### config.mk
export PLATFORM = sky130hd
export DESIGN_NAME = uart_tx_arbiter
export DESIGN_NICKNAME = d
export VERILOG_FILES = /design/src/rtl/uart_tx_arbiter.sv
export SDC_FILE = /design/constraint.sdc
export NUM_CORES = 1
export LEC_CHECK = 0
export ABC_AREA = 1
export CAP_MARGIN = 10
export CORE_MARGIN = 1.5
export CORE_UTILIZATION = 40
export DETAILED_ROUTE_END_ITERATION = 16
export PLACE_DENSITY = 0.71
export SYNTH_ARGS = -nofsm -noshare
export SYNTH_HDL_FRONTEND = slang
export SYNTH_SLANG_ARGS = --single-unit
export TNS_END_PERCENT = 20
### constraint.sdc
create_clock -name clk_uart -period 2.5 [get_ports clk_uart]
set_input_delay 0.25 -clock clk_uart [delete_from_list [all_inputs] [get_ports clk_uart]]
set_output_delay 0.25 -clock clk_uart [all_outputs]
set_load 0.1 [all_outputs]
### src/rtl/uart_tx_arbiter.sv
// uart_tx_arbiter: two per-requester byte FIFOs sharing one UART serializer.
// Round-robin source selection; a four-state FSM hands over one byte per frame.
module uart_tx_arbiter #(
    parameter int unsigned DATA_W = 8,
    parameter int unsigned DEPTH  = 4
) (
    input  logic                   clk_uart,
    input  logic                   areset_uart,
    input  logic                   req0_valid,
    input  logic [DATA_W-1:0]      req0_data,
    output logic                   req0_ready,
    input  logic                   req1_valid,
    input  logic [DATA_W-1:0]      req1_data,
    output logic                   req1_ready,
    output logic                   tx_start,
    output logic [DATA_W-1:0]      tx_data,
    input  logic                   tx_busy,
    output logic                   grant_id,
    output logic [$clog2(DEPTH):0] count0,
    output logic [$clog2(DEPTH):0] count1,
    output logic                   ovf0,
    output logic                   ovf1
);
    localparam int unsigned AW = $clog2(DEPTH);

    typedef enum logic [1:0] {StIdle, StStart, StWaitBusy, StWaitDone} state_e;

    state_e            state_q, state_d;
    logic [DATA_W-1:0] mem_q [2][DEPTH];
    logic [AW-1:0]     wptr_q [2];
    logic [AW-1:0]     rptr_q [2];
    logic [AW:0]       cnt_q [2];
    logic [1:0]        ovf_q;
    logic [1:0]        valid, ready, push, pop, nonempty;
    logic [DATA_W-1:0] wdata [2];
    logic [DATA_W-1:0] head [2];
    logic              last_grant_q, last_grant_d;
    logic              grant_q, grant_d;
    logic              sel;
    logic [DATA_W-1:0] data_q, data_d;

    assign valid    = {req1_valid, req0_valid};
    assign wdata[0] = req0_data;
    assign wdata[1] = req1_data;
    assign head[0]  = mem_q[0][rptr_q[0]];
    assign head[1]  = mem_q[1][rptr_q[1]];
    // DEPTH is a power of two, so the count MSB is set exactly when full.
    assign ready    = {~cnt_q[1][AW], ~cnt_q[0][AW]};
    assign nonempty = {|cnt_q[1], |cnt_q[0]};
    assign push     = valid & ready;

    always_ff @(posedge clk_uart or posedge areset_uart) begin
        if (areset_uart) begin
            for (int i = 0; i < 2; i++) begin
                wptr_q[i] <= '0;
                rptr_q[i] <= '0;
                cnt_q[i]  <= '0;
            end
            ovf_q <= '0;
        end else begin
            for (int i = 0; i < 2; i++) begin
                if (push[i]) wptr_q[i] <= wptr_q[i] + AW'(1);
                if (pop[i])  rptr_q[i] <= rptr_q[i] + AW'(1);
                if (push[i] && !pop[i]) cnt_q[i] <= cnt_q[i] + (AW + 1)'(1);
                else if (!push[i] && pop[i]) cnt_q[i] <= cnt_q[i] - (AW + 1)'(1);
                if (valid[i] && !ready[i]) ovf_q[i] <= 1'b1;
            end
        end
    end

    always_ff @(posedge clk_uart) begin
        for (int i = 0; i < 2; i++) begin
            if (push[i]) mem_q[i][wptr_q[i]] <= wdata[i];
        end
    end

    always_ff @(posedge clk_uart or posedge areset_uart) begin
        if (areset_uart) begin
            state_q      <= StIdle;
            last_grant_q <= 1'b1;
            grant_q      <= 1'b0;
            data_q       <= '0;
        end else begin
            state_q      <= state_d;
            last_grant_q <= last_grant_d;
            grant_q      <= grant_d;
            data_q       <= data_d;
        end
    end

    always_comb begin
        state_d      = state_q;
        last_grant_d = last_grant_q;
        grant_d      = grant_q;
        data_d       = data_q;
        pop          = '0;
        // On a tie the requester that did not send last wins.
        sel = (nonempty[0] && nonempty[1]) ? ~last_grant_q : nonempty[1];
        case (state_q)
            StIdle: begin
                if (|nonempty) begin
                    pop     = sel ? 2'b10 : 2'b01;
                    grant_d = sel;
                    data_d  = head[sel];
                    state_d = StStart;
                end
            end
            StStart:    state_d = StWaitBusy;
            StWaitBusy: if (tx_busy) state_d = StWaitDone;
            StWaitDone: begin
                if (!tx_busy) begin
                    last_grant_d = grant_q;
                    state_d      = StIdle;
                end
            end
            default:    state_d = StIdle;
        endcase
    end

    assign tx_start   = (state_q == StStart);
    assign tx_data    = data_q;
    assign grant_id   = grant_q;
    assign count0     = cnt_q[0];
    assign count1     = cnt_q[1];
    assign ovf0       = ovf_q[0];
    assign ovf1       = ovf_q[1];
    assign req0_ready = ready[0];
    assign req1_ready = ready[1];

endmodule

==> results of run 1 <==
[final timing paths]
path | from | end | slack [ns]
hold reg to reg | ovf_q[0] | ovf_q[0] | 0.47
setup reg to reg | count1[2] | count1[2] | 0.28
min in group clk_uart | ovf_q[0] | ovf_q[0] | 0.47
setup / recovery | count1[2] | count1[2] | 0.28
hold / removal | areset_uart | grant_id | 0.29
max in group asynchronous | areset_uart | count0[1] | 1.53
[registers in the layout (all words and copies together) (netlist names)]
name	flops
rptr_q	4
state_q	2
wptr_q	4
grant_id	1
last_grant_q	1
tx_data	8
ovf_q	2
count0	3
mem_q	64
count1	3
[through the flow]
step | TNS, ns | area [um2] | setup slack (ns)
detailed placement | 0 | 4831 | 0.2882
finish | 0 | 5012 | 0.2768
floorplan | -0.3627 | 4307 | -0.1976
global placement | 0 | 4831 | 0.3154
global route | 0 | 5012 | 0.1006
CTS | 0 | 5012 | 0.2728
[critical path, cell delays in order (launching register included)]
cell and delay (ns):
sky130_fd_sc_hd__dfrtp_4 0.51, sky130_fd_sc_hd__nor2_1 0.17, sky130_fd_sc_hd__nand3_2 0.11, sky130_fd_sc_hd__nand2_4 0.18
sky130_fd_sc_hd__nor2_8 0.04, sky130_fd_sc_hd__inv_2 0.09, sky130_fd_sc_hd__ha_4 0.13, sky130_fd_sc_hd__inv_2 0.04
sky130_fd_sc_hd__fa_1 0.43, sky130_fd_sc_hd__a21oi_1 0.14, sky130_fd_sc_hd__o21ai_0 0.11, sky130_fd_sc_hd__xor2_1 0.15
[area by class of cell]
class                           count  area, um2  area share, %
Inverter                           61      237.7          4.743
Clock inverter                      7      57.56          1.148
Tap cell                          136      170.2          3.395
Timing Repair Buffer               52      440.4          8.787
Sequential cell                    92       2634          52.55
Multi-Input combinational cell    229       1349          26.91
Clock buffer                        9      123.9          2.471
[per-layer routing]
| layer | vias to the layer above | GRT usage (%) |
|---|---|---|
| met5 | - | 0 |
| met4 | 0 | 7.819 |
| met3 | 17 | 2.820 |
| met2 | 53 | 23.96 |
| met1 | 1319 | 20.34 |
| li1 | 1362 | - |
[cell usage in the layout (no fill, tap or decap), types with 2 or more instances in the layout]
master / synthesis / routed
sky130_fd_sc_hd__xor2_1: 6 / 6
sky130_fd_sc_hd__nand2_1: 75 / 75
sky130_fd_sc_hd__o21ai_1: 3 / 3
sky130_fd_sc_hd__dfrtp_4: 0 / 2
sky130_fd_sc_hd__inv_2: 4 / 7
sky130_fd_sc_hd__nand3_1: 25 / 25
sky130_fd_sc_hd__nor2_1: 45 / 45
sky130_fd_sc_hd__a21o_1: 2 / 2
sky130_fd_sc_hd__ha_4: 0 / 2
sky130_fd_sc_hd__nand2_2: 11 / 10
sky130_fd_sc_hd__clkdlybuf4s50_1: 0 / 20
sky130_fd_sc_hd__xnor2_1: 2 / 2
sky130_fd_sc_hd__inv_6: 1 / 4
sky130_fd_sc_hd__ha_1: 15 / 13
sky130_fd_sc_hd__clkinvlp_4: 0 / 4
sky130_fd_sc_hd__o21ai_0: 18 / 18
sky130_fd_sc_hd__nand3_2: 9 / 9
sky130_fd_sc_hd__clkbuf_8: 0 / 9
sky130_fd_sc_hd__a21oi_1: 3 / 3
sky130_fd_sc_hd__dfrtp_2: 0 / 2
sky130_fd_sc_hd__edfxtp_1: 64 / 64
sky130_fd_sc_hd__buf_4: 6 / 32
sky130_fd_sc_hd__inv_1: 56 / 52
sky130_fd_sc_hd__nand2_4: 3 / 4
sky130_fd_sc_hd__dfrtp_1: 27 / 23
[cells by family (layout without fill, tap and decap cells)]
group	after synthesis	count (layout)	share of synthesized area, %
multiplexers	3	3	0.7642
adder cells (fa/ha/maj)	17	17	5.350
buffers and inverters	71	129	7.525
AND/OR/NAND/NOR	173	173	19.55
AO/OA/AOI/OAI	28	28	3.527
XOR/XNOR	8	8	1.646
flip-flops	92	92	61.64
==> impl_summary.md, run 1 <==
Outcome
The flow ran to the end, and the final reports show no timing, DRC or antenna violations.

Worst hold path
The classification of the worst-slack hold path is input pin to asynchronous set/reset pin.

Critical path
At the worst endpoint, the required time is ~2.8 ns. The worst setup path is captured at a register. The type of the setup path with the least slack is register to register.

The worst setup path is launched from a register. Data on the critical path arrives at its endpoint at about 2.5 ns. The number of cell instances on the worst register-to-register path is 11.

The biggest fanout along the worst timing path is 11.

Routing
Dividing the detail-routed wire length by the instance count gives ~14 um. After detailed routing, the number of remaining DRC violations is 0. After detailed routing, the number of vias per cell comes to 4.695. The total length of routed met3 wires is approximately 280 um.

The total iterations of the first detailed-routing run is 4. The number of antenna-violating nets in the routed design is 0. The routed length on met1 is between 3000 and 4000 um. The routed design has about 8000 um of wire. The highest routed metal layer is met4. The number of DRC violations after detailed-routing iteration 0 is about 110. Wire segments on met2 add up to about 3700 um in the final route.

The total number of vias is ~2,800.

Synth
Of the synthesized area, sequential elements account for between 60% and 70%. The count of flip-flops with a built-in enable after synthesis is 64. The number of nets handed over by synthesis was between 400 and 500. Synthesis produced a netlist whose cell count is 392. The leading cell type by number of instances after synthesis is sky130_fd_sc_hd__nand2_1. Counting flops and latches in the post-synthesis netlist gives 92.

The number of warnings printed during yosys synthesis is 0. In the synthesized netlist, the cells that appear most often are sky130_fd_sc_hd__nand2_1, sky130_fd_sc_hd__edfxtp_1, sky130_fd_sc_hd__inv_1. Of all flip-flops after synthesis, the portion carrying an async set or reset was between 30% and 40%.

After synthesis, the cell types taking the most area are sky130_fd_sc_hd__edfxtp_1, sky130_fd_sc_hd__dfrtp_1, sky130_fd_sc_hd__nand2_1. The synthesized design spends more area on one cell type than any other, namely sky130_fd_sc_hd__edfxtp_1. In this run the mean area of a mapped cell was 10.86 um2. The area share of the leading cell type in the synthesized netlist is about 45%.

The unique cell type count in the Yosys netlist is 33. In this run the cell area of the synthesized design comes to 4257 um2. Among all flip-flop cells after synthesis, the most frequent one is sky130_fd_sc_hd__edfxtp_1.

Floorplanning
Measured along the y axis, the die boundary spans between 100 and 150 um. The initial utilization of the core area, before any placement, comes to about 41%. The overall die area is about 11,000 um2. The core region is just over 10,000 um2. The floorplan row count is 37. The I/O pin count is between 40 and 50.

Measured along the x axis, the die boundary spans ~110 um.

Clocking
CTS built an H-tree with a depth of 3. The maximum buffer depth of the clock tree is 2. The CTS tree is yes.

The count of clock tree sinks is slightly above 90. The clock latency at the later pin of the worst-skew pair is roughly 0.36 ns. Clock tree synthesis inserted a total of 9 buffers. Clock-pin slew was measured on the worst setup and hold paths at roughly 0.10 ns. The post-CTS repair timing setup buffer count is 0. The root buffer cell is sky130_fd_sc_hd__clkbuf_8. In this run, post-CTS hold repair placed 0 buffers. Post-CTS repair changed the size of 0 cells.

Finish
The fraction of final layout cells with drive strength greater than 1 is a little over a fifth. The post-layout instance count excluding filler cells is between 500 and 600. From synthesis to final layout, the design area changed by 17.75%. Cells fill 48.55% of the core in the end.

The antenna cell count is 0. The final-layout fill cell count is 930. The count of nets after finishing is roughly 480.

Placement
The post-placement cell count is 570. Routability-driven placement finished with a final weighted congestion of approximately 0.78. Detailed placement ended at an HPWL of approximately 5700 um. In this run the tool buffered the top-level ports with 40 buffer cells.

Timing
The post-route fraction of the period consumed by the critical path is roughly nine tenths. Setup repair after global routing left no endpoint under its margin. Setup violations remaining at the end of the flow were counted as 0.

The count of endpoints failing hold in the final timing report is 0. On the final layout, the worst hold slack is a little under 0.3 ns. The actual transition at the worst max-transition pin is between 0.7 and 0.8 ns. For this run, the top clock speed supported by timing is 0.4498 GHz. The worst clock skew is 0.01394 ns. The worst path in the final design needs a cycle of 2.223 ns, including I/O delays and setup.

In this run the tightest slew margin relative to its limit is between 50 and 60%. The final max-slew violation count was 0.

Global route
The first global-routing pass estimated ~13,000 um of wire. The number of global-route vias before repair was 2,730. The initial antenna violation count came to 0. Entering global routing, the biggest net connects 18 pins. For this run, the total global-route usage over all layers was measured as between 10% and 20%. The total overflow left after global routing is 0.

Run
The total of max-cap violations is 0.
Power of run 1 is left out: the tool's default activity adds up to more than one toggle a clock period on the data nets, which glitch-free logic cannot reach.
==> run 2: changes to the inputs <==
--- a/config.mk
+++ b/config.mk
@@ -10,7 +10,7 @@
 export CORE_MARGIN = 1.5
 export CORE_UTILIZATION = 40
 export DETAILED_ROUTE_END_ITERATION = 16
-export PLACE_DENSITY = 0.71
+export PLACE_DENSITY = 0.73
 export SYNTH_ARGS = -nofsm -noshare
 export SYNTH_HDL_FRONTEND = slang
 export SYNTH_SLANG_ARGS = --single-unit
==> constraint.sdc (replaced) <==
create_clock -name clk_uart -period 2 [get_ports clk_uart]
set_input_delay 0.2 -clock clk_uart [delete_from_list [all_inputs] [get_ports clk_uart]]
set_output_delay 0.2 -clock clk_uart [all_outputs]
set_load 0.1 [all_outputs]
==> impl_summary.md, run 2 (same netlist as run 1, synthesis figures left out) <==
Finish
The post-route cell area is between 5000 and 6000 um2. From synthesis to final layout, the design area changed by 24.40%. Cells with a size suffix above 1 make up a little over a quarter of the layout.

For this run, the post-layout net count is around 510. The most frequent standard cell in the layout excluding fill and tap cells is sky130_fd_sc_hd__nand2_1. 0 antenna diodes ended up in the layout. In the layout the commonest cells are sky130_fd_sc_hd__nand2_1, sky130_fd_sc_hd__edfxtp_1, sky130_fd_sc_hd__buf_4. The final-layout fill cell count is about 900. The flip-flop count of the largest register, all copies and words added is 64.

Global route
The global-route wire length before repair is 13,120 um. The number of global-route vias before repair is around 2,800. The initial antenna violation count came to 0. The overall overflow remaining after global route is 0.

Entering global routing, the biggest net connects 29 pins. The total global routing track utilization is 15.17%.

Critical path
The data required time at the worst endpoint is 2.24 ns. The biggest fanout along the worst timing path is 3. The critical path data arrival time is around 2.2 ns. The worst register-to-register path has a setup slack of a little under 0.02 ns. The worst setup path is launched from a register. The critical path endpoint category is a register.

The type of the setup path with the least slack is register to register.

Timing
The worst path uses around 99% of the clock period. The highest clock frequency the design can meet is between 0.5 and 0.6 GHz. Setup violations remaining at the end of the flow were counted as 0. Measured against its own limit, the worst slew margin works out to 67.99%. The count of endpoints failing hold in the final timing report is 0. The final max-slew violation count was 0. Setup repair after global routing could not meet its margin everywhere.

Clock skew on the completed layout was measured at roughly 0.017 ns. The worst path in the final design needs a cycle of a little under 2 ns, including I/O delays and setup. At the pin with the least slew margin, the transition time is 0.4796 ns. The final total negative setup slack is 0 ns.

Hold timing on the final database bottoms out at a slack of 0.1991 ns.

Clocking
The number of buffers added to fix hold violations after cts is 0. The number of clock buffers added by TritonCTS is 9. The clock-pin slew reported for the worst setup and hold paths after clock tree synthesis is roughly 0.09 ns. At the later pin of the worst-skew pair, clock insertion delay measures approximately 0.35 ns.

The number of H-tree levels is 3. The post-CTS repair timing setup buffer count is 0. Clock tree synthesis selected as its root buffer the cell sky130_fd_sc_hd__clkbuf_8. The CTS tree is yes. The maximum buffer depth of the clock tree is 2. The count of clock tree sinks is between 90 and 100.

Run
Across the run, the number of max-cap violations was 0.

Routing
The number of DRC violations after detailed routing is 0. The first detailed-routing pass took 4 iterations. Summed over all layers, the routed wires come to around 8000 um. The routed length per instance is about 13 um.

The first routing iteration left between 100 and 150 violations. Summing over every cut layer, the via total after detailed routing is around 2,800. Once detail routing completed, the nets flagged for antenna violations numbered 0. Dividing the detail-routed via count by the number of cells gives around 4.6.

Worst hold path
The path class of the tightest hold or removal check is input pin to asynchronous set/reset pin.

Floorplanning
The floorplan row count is 37. The die extent in x is between 100 and 150 um. Once the floorplan was initialized, standard cells occupied 41.23% of the core. a little over 40 I/O pins were placed.

After floorplanning, the core was sized to cover just over 10,000 um2. The overall die area is about 11,000 um2. In this run the vertical extent of the chip is roughly 110 um.

Outcome
The flow ran to the end, and the final reports show no timing, DRC or antenna violations.

Placement
The number of buffer cells added on primary ports is 40. Once placement finished, the instance area stood at between 5000 and 6000 um2. The weighted congestion at the end of routability-driven global placement is 0.7280. The total half-perimeter wirelength after legalization and detailed placement is between 5000 and 6000 um.
## run 2: cell count changes in the layout (fill, tap and decap cells not counted), moves of 2 or more
cell                         change
sky130_fd_sc_hd__buf_12          +2
sky130_fd_sc_hd__inv_6           -3
sky130_fd_sc_hd__nor2_4          +2
sky130_fd_sc_hd__inv_2           +2
sky130_fd_sc_hd__nor2_1          -4
sky130_fd_sc_hd__nor2_2          +2
sky130_fd_sc_hd__buf_4          +20
sky130_fd_sc_hd__clkinvlp_4      -3
sky130_fd_sc_hd__clkbuf_1        +2
sky130_fd_sc_hd__clkbuf_16       +2
sky130_fd_sc_hd__inv_1           -2
## run 2: path summary, 6_finish.rpt
| kind | from | endpoint | cells after the start |
|---|---|---|---|
| max | count1[2] | count0[1] | 10 |
| min | areset_uart | count1[2] | 3 |
| max reg2reg | count1[2] | count0[1] | 10 |
| min reg2reg | ovf_q[0] | ovf_q[0] | 1 |
| max in group asynchronous | areset_uart | last_grant_q | 3 |
| min in group clk_uart | tx_busy | last_grant_q | 3 |
## run 2: layout make-up
cell class	count	area, um2	share of cell area (%)
repair buffers	75	641.9	12.12
flip-flops and latches	92	2635	49.76
clock inverters	3	41.29	0.7798
inverters	61	237.7	4.490
multi-input cells	229	1388	26.21
well taps	136	170.2	3.214
clock buffers	13	181.4	3.426
## run 2: through the flow
step,setup WS [ns],utilization (%),instances
final,0.01980,51.29,609
after global routing,-0.05561,51.29,609
after CTS,0.01214,51.24,609
after detailed placement,-0.1230,48.76,593
after global placement,-0.03757,48.76,593
after floorplan,-0.6976,-,392
## run 2: repair_timing
| item | in CTS | in global routing |
|---|---|---|
| pin swaps | 2 | 2 |
| resized for setup | 10 | 3 |
| setup endpoints to repair | 3 | 4 |
## run 2: routing by layer
| metal | vias up | global-route usage, % | wire (um) | share of wire (%) |
|---|---|---|---|---|
| li1 | 1406 | - | - | - |
| met1 | 1323 | 19.07 | 3480 | 44 |
| met2 | 69 | 25.02 | 3987 | 50 |
| met3 | 10 | 3.250 | 347 | 4.4 |
| met4 | 0 | 7.046 | 158 | 2.0 |
| met5 | - | 0 | 0 | 0 |
## run 2: worst max-delay path, cell delays in order, from the launching register on
cell                      delay (ns)
sky130_fd_sc_hd__dfrtp_4        0.52
sky130_fd_sc_hd__nor2_4         0.10
sky130_fd_sc_hd__nand3_2        0.10
sky130_fd_sc_hd__nand2_4        0.12
sky130_fd_sc_hd__buf_6          0.12
sky130_fd_sc_hd__inv_6          0.03
sky130_fd_sc_hd__nand2_4        0.06
sky130_fd_sc_hd__ha_4           0.12
sky130_fd_sc_hd__inv_2          0.04
sky130_fd_sc_hd__fa_2           0.40
sky130_fd_sc_hd__mux2_2         0.26
Power of run 2 is left out for the same reason.
==> run 3: changes to the inputs <==
--- a/config.mk
+++ b/config.mk
@@ -10,7 +10,7 @@
 export CORE_MARGIN = 1.5
 export CORE_UTILIZATION = 40
 export DETAILED_ROUTE_END_ITERATION = 16
-export PLACE_DENSITY = 0.73
+export PLACE_DENSITY_LB_ADDON = 0.15
 export SYNTH_ARGS = -nofsm -noshare
 export SYNTH_HDL_FRONTEND = slang
 export SYNTH_SLANG_ARGS = --single-unit
==> impl_summary.md, run 3 (same netlist as run 1, synthesis figures left out) <==
Outcome
The flow ran to the end, and the final reports show no timing, DRC or antenna violations.

Clocking
The root buffer cell is sky130_fd_sc_hd__clkbuf_8. The number of buffers added to fix hold violations after cts is 0. The number of buffers inserted during clock tree synthesis is 9. The clock tree synthesis step divided the H-tree into 3 levels.

Once the clock tree was built, the setup fixing pass inserted 0 buffers. The CTS tree is yes. After clock tree synthesis, the clock-pin slew on the worst setup and hold paths is 0.09 ns. The longest clock path from root to sink contains 2 buffers. The clock latency at the later pin of the worst-skew pair is approximately 0.35 ns. Counting every sink on the clock net gives 92.

Floorplanning
The placeable core area is around 10,000 um2. Once the floorplan was initialized, standard cells occupied between 40% and 50% of the core. The floorplan step defined a die boundary enclosing between 10,000 and 15,000 um2. The die extent in x is about 110 um.

The floorplan row count is 37. Measured along the y axis, the die boundary spans 106.2 um. 41 I/O pins were placed.

Routing
The detail-routed via count per cell is between 4 and 5. Dividing the detail-routed wire length by the instance count gives 13.18 um. After detailed routing, the total wire length is a little over 8000 um.

The total number of vias is 2,781. The count of nets left with antenna violations once routing finished came out at 0. In this run, the number of DRC markers left after iteration 0 of detailed routing was between 90 and 100. For this run, design rule violations remaining after detail routing come to 0. The first detailed-routing pass took 4 iterations.

Pwr
The peak supply drop is about 1400 uV. The switching component of the power is roughly 4.2 mW. The internal power is 4.872 mW. The total leakage power is between 2 and 2.5 nW. The portion of total power attributed to sequential cells is 32.0%. The proportion of total power due to net switching is between 40 and 50%.

The clock network is responsible for a little over an eighth of the overall power. In this run the power density over the cells is 1719 nW/um2. Combinational logic is responsible for between 50% and 60% of the overall power.

Timing
The minimum clock period after layout is 1.957 ns. The final max-slew violation count is 0. Setup repair after global routing could not meet its margin everywhere. For this run, the top clock speed supported by timing is ~0.5 GHz. The final worst hold slack is roughly 0.21 ns.

The post-route fraction of the period consumed by the critical path is between 90% and 100%. The count of endpoints failing hold in the final timing report is 0. The worst clock skew is between 0.006 and 0.007 ns. The setup-violating endpoint count in the final report is 0. The actual transition at the worst max-transition pin is roughly 0.46 ns. The normalized max-slew margin is a little over two thirds.

Finish
The most frequent standard cell in the layout excluding fill and tap cells is sky130_fd_sc_hd__nand2_1. Cells with a size suffix above 1 make up between 20% and 30% of the layout. In the layout the commonest cells are sky130_fd_sc_hd__nand2_1, sky130_fd_sc_hd__edfxtp_1, sky130_fd_sc_hd__buf_4. The final core utilization is 51.30%. The area added between synthesis and finish is 24.43%. After the last flow step, the layout net total stands at roughly 510. The flip-flop count of the largest register, all copies and words added is between 60 and 70. 0 antenna diodes ended up in the layout.

Global route
The overall overflow remaining after global route is 0. The maximum number of pins on one net before global-route repair is 29. The number of global-route vias before repair was ~2,600. The global-route wire length before repair is approximately 13,000 um.

The total global routing track utilization is 15.34%. The initial antenna violation count came to 0.

Placement
During placement, the flow inserted port buffers numbering 40. The total half-perimeter wirelength after legalization and detailed placement is roughly 5600 um. The weighted congestion at the end of routability-driven global placement is about 0.75.

Critical path
The type of the setup path with the least slack is register to register. The critical register-to-register path startpoint is count1[2]. The element type at the critical path start is a register. The critical path endpoint category is a register. The worst register-to-register path has a depth of 9. Of all nets on the critical path, the largest fanout is 4. In this run the worst setup path begins at count1[2]. The critical path data arrival time is 2.20 ns.

STA puts the critical path data required time at 2.24 ns.

Worst hold path
The worst hold path belongs to the class input pin to asynchronous set/reset pin.

Run
The total of max-cap violations is 0.
[run 3: cell count changes in the layout (fill, tap and decap cells not counted), moves of 2 or more]
cell	before	now
sky130_fd_sc_hd__clkinv_1	0	2
sky130_fd_sc_hd__inv_4	1	3
sky130_fd_sc_hd__inv_1	50	52
sky130_fd_sc_hd__inv_2	9	4
sky130_fd_sc_hd__clkbuf_16	2	0
[run 3: timing repair]
item                       in CTS  in global routing
resized for setup               6                 10
setup endpoints to repair       2                  4
pin swaps                       1                  5
[run 3: power by group through the flow]
| stage | clock [mW] | sequential (mW) | combinational (mW) |
|---|---|---|---|
| floorplan | 0 | 3.93 | 2.53 |
| CTS | 1.27 | 2.92 | 4.91 |
| global placement | 0 | 2.93 | 4.82 |
| finish | 1.23 | 2.91 | 4.96 |
| detailed placement | 0 | 2.93 | 4.88 |
| global route | 1.34 | 2.98 | 5.43 |
[run 3: worst max-delay path, cell delays in order, from the launching register on]
cell                         delay [ns]
sky130_fd_sc_hd__dfrtp_4           0.51
sky130_fd_sc_hd__clkinvlp_4        0.14
sky130_fd_sc_hd__nand2_4           0.08
sky130_fd_sc_hd__nand2_8           0.08
sky130_fd_sc_hd__buf_6             0.10
sky130_fd_sc_hd__nand2_4           0.05
sky130_fd_sc_hd__ha_4              0.15
sky130_fd_sc_hd__inv_4             0.06
sky130_fd_sc_hd__fa_2              0.41
sky130_fd_sc_hd__mux2_2            0.26
[run 3: final timing paths]
kind	slack, ns	endpoint
worst max-delay path	0.04	count0[1]
worst min-delay path	0.21	ovf_q[0]
worst max register to register	0.04	count0[1]
worst min register to register	0.46	ovf_q[1]
max in group asynchronous	1.48	last_grant_q
min in group clk_uart	0.45	last_grant_q
[run 3: metrics by stage]
| step | power [mW] | cell area [um2] | cells | TNS (ns) | setup slack [ns] |
|---|---|---|---|---|---|
| floorplan | 6.461 | 4312 | 392 | -7.052 | -0.6976 |
| global placement | 7.752 | 5049 | 595 | -0.02919 | -0.02919 |
| detailed placement | 7.813 | 5049 | 595 | -0.07309 | -0.06056 |
| CTS | 9.092 | 5259 | 611 | 0 | 0.002038 |
| global route | 9.748 | 5296 | 611 | -0.1148 | -0.04947 |
| finish | 9.106 | 5296 | 611 | 0 | 0.04261 |
[run 3: final cells by class]
type / count / area, um2
well taps: 136 / 170.2
clock inverters: 5 / 51.30
fillers: 924 / 5027
inverters: 61 / 245.2
clock buffers: 11 / 141.4
repair buffers: 77 / 660.6
flip-flops and latches: 92 / 2634
multi-input cells: 229 / 1394
[run 3: layer usage]
metal,vias up,GRT usage (%),share of wire [%]
met5,-,0,0
met4,0,5.598,1.6
met3,7,3.433,3.1
met2,43,23.87,46
met1,1319,21.06,49
li1,1412,-,-
No activity file was read; power rests on OpenSTA's default activity.
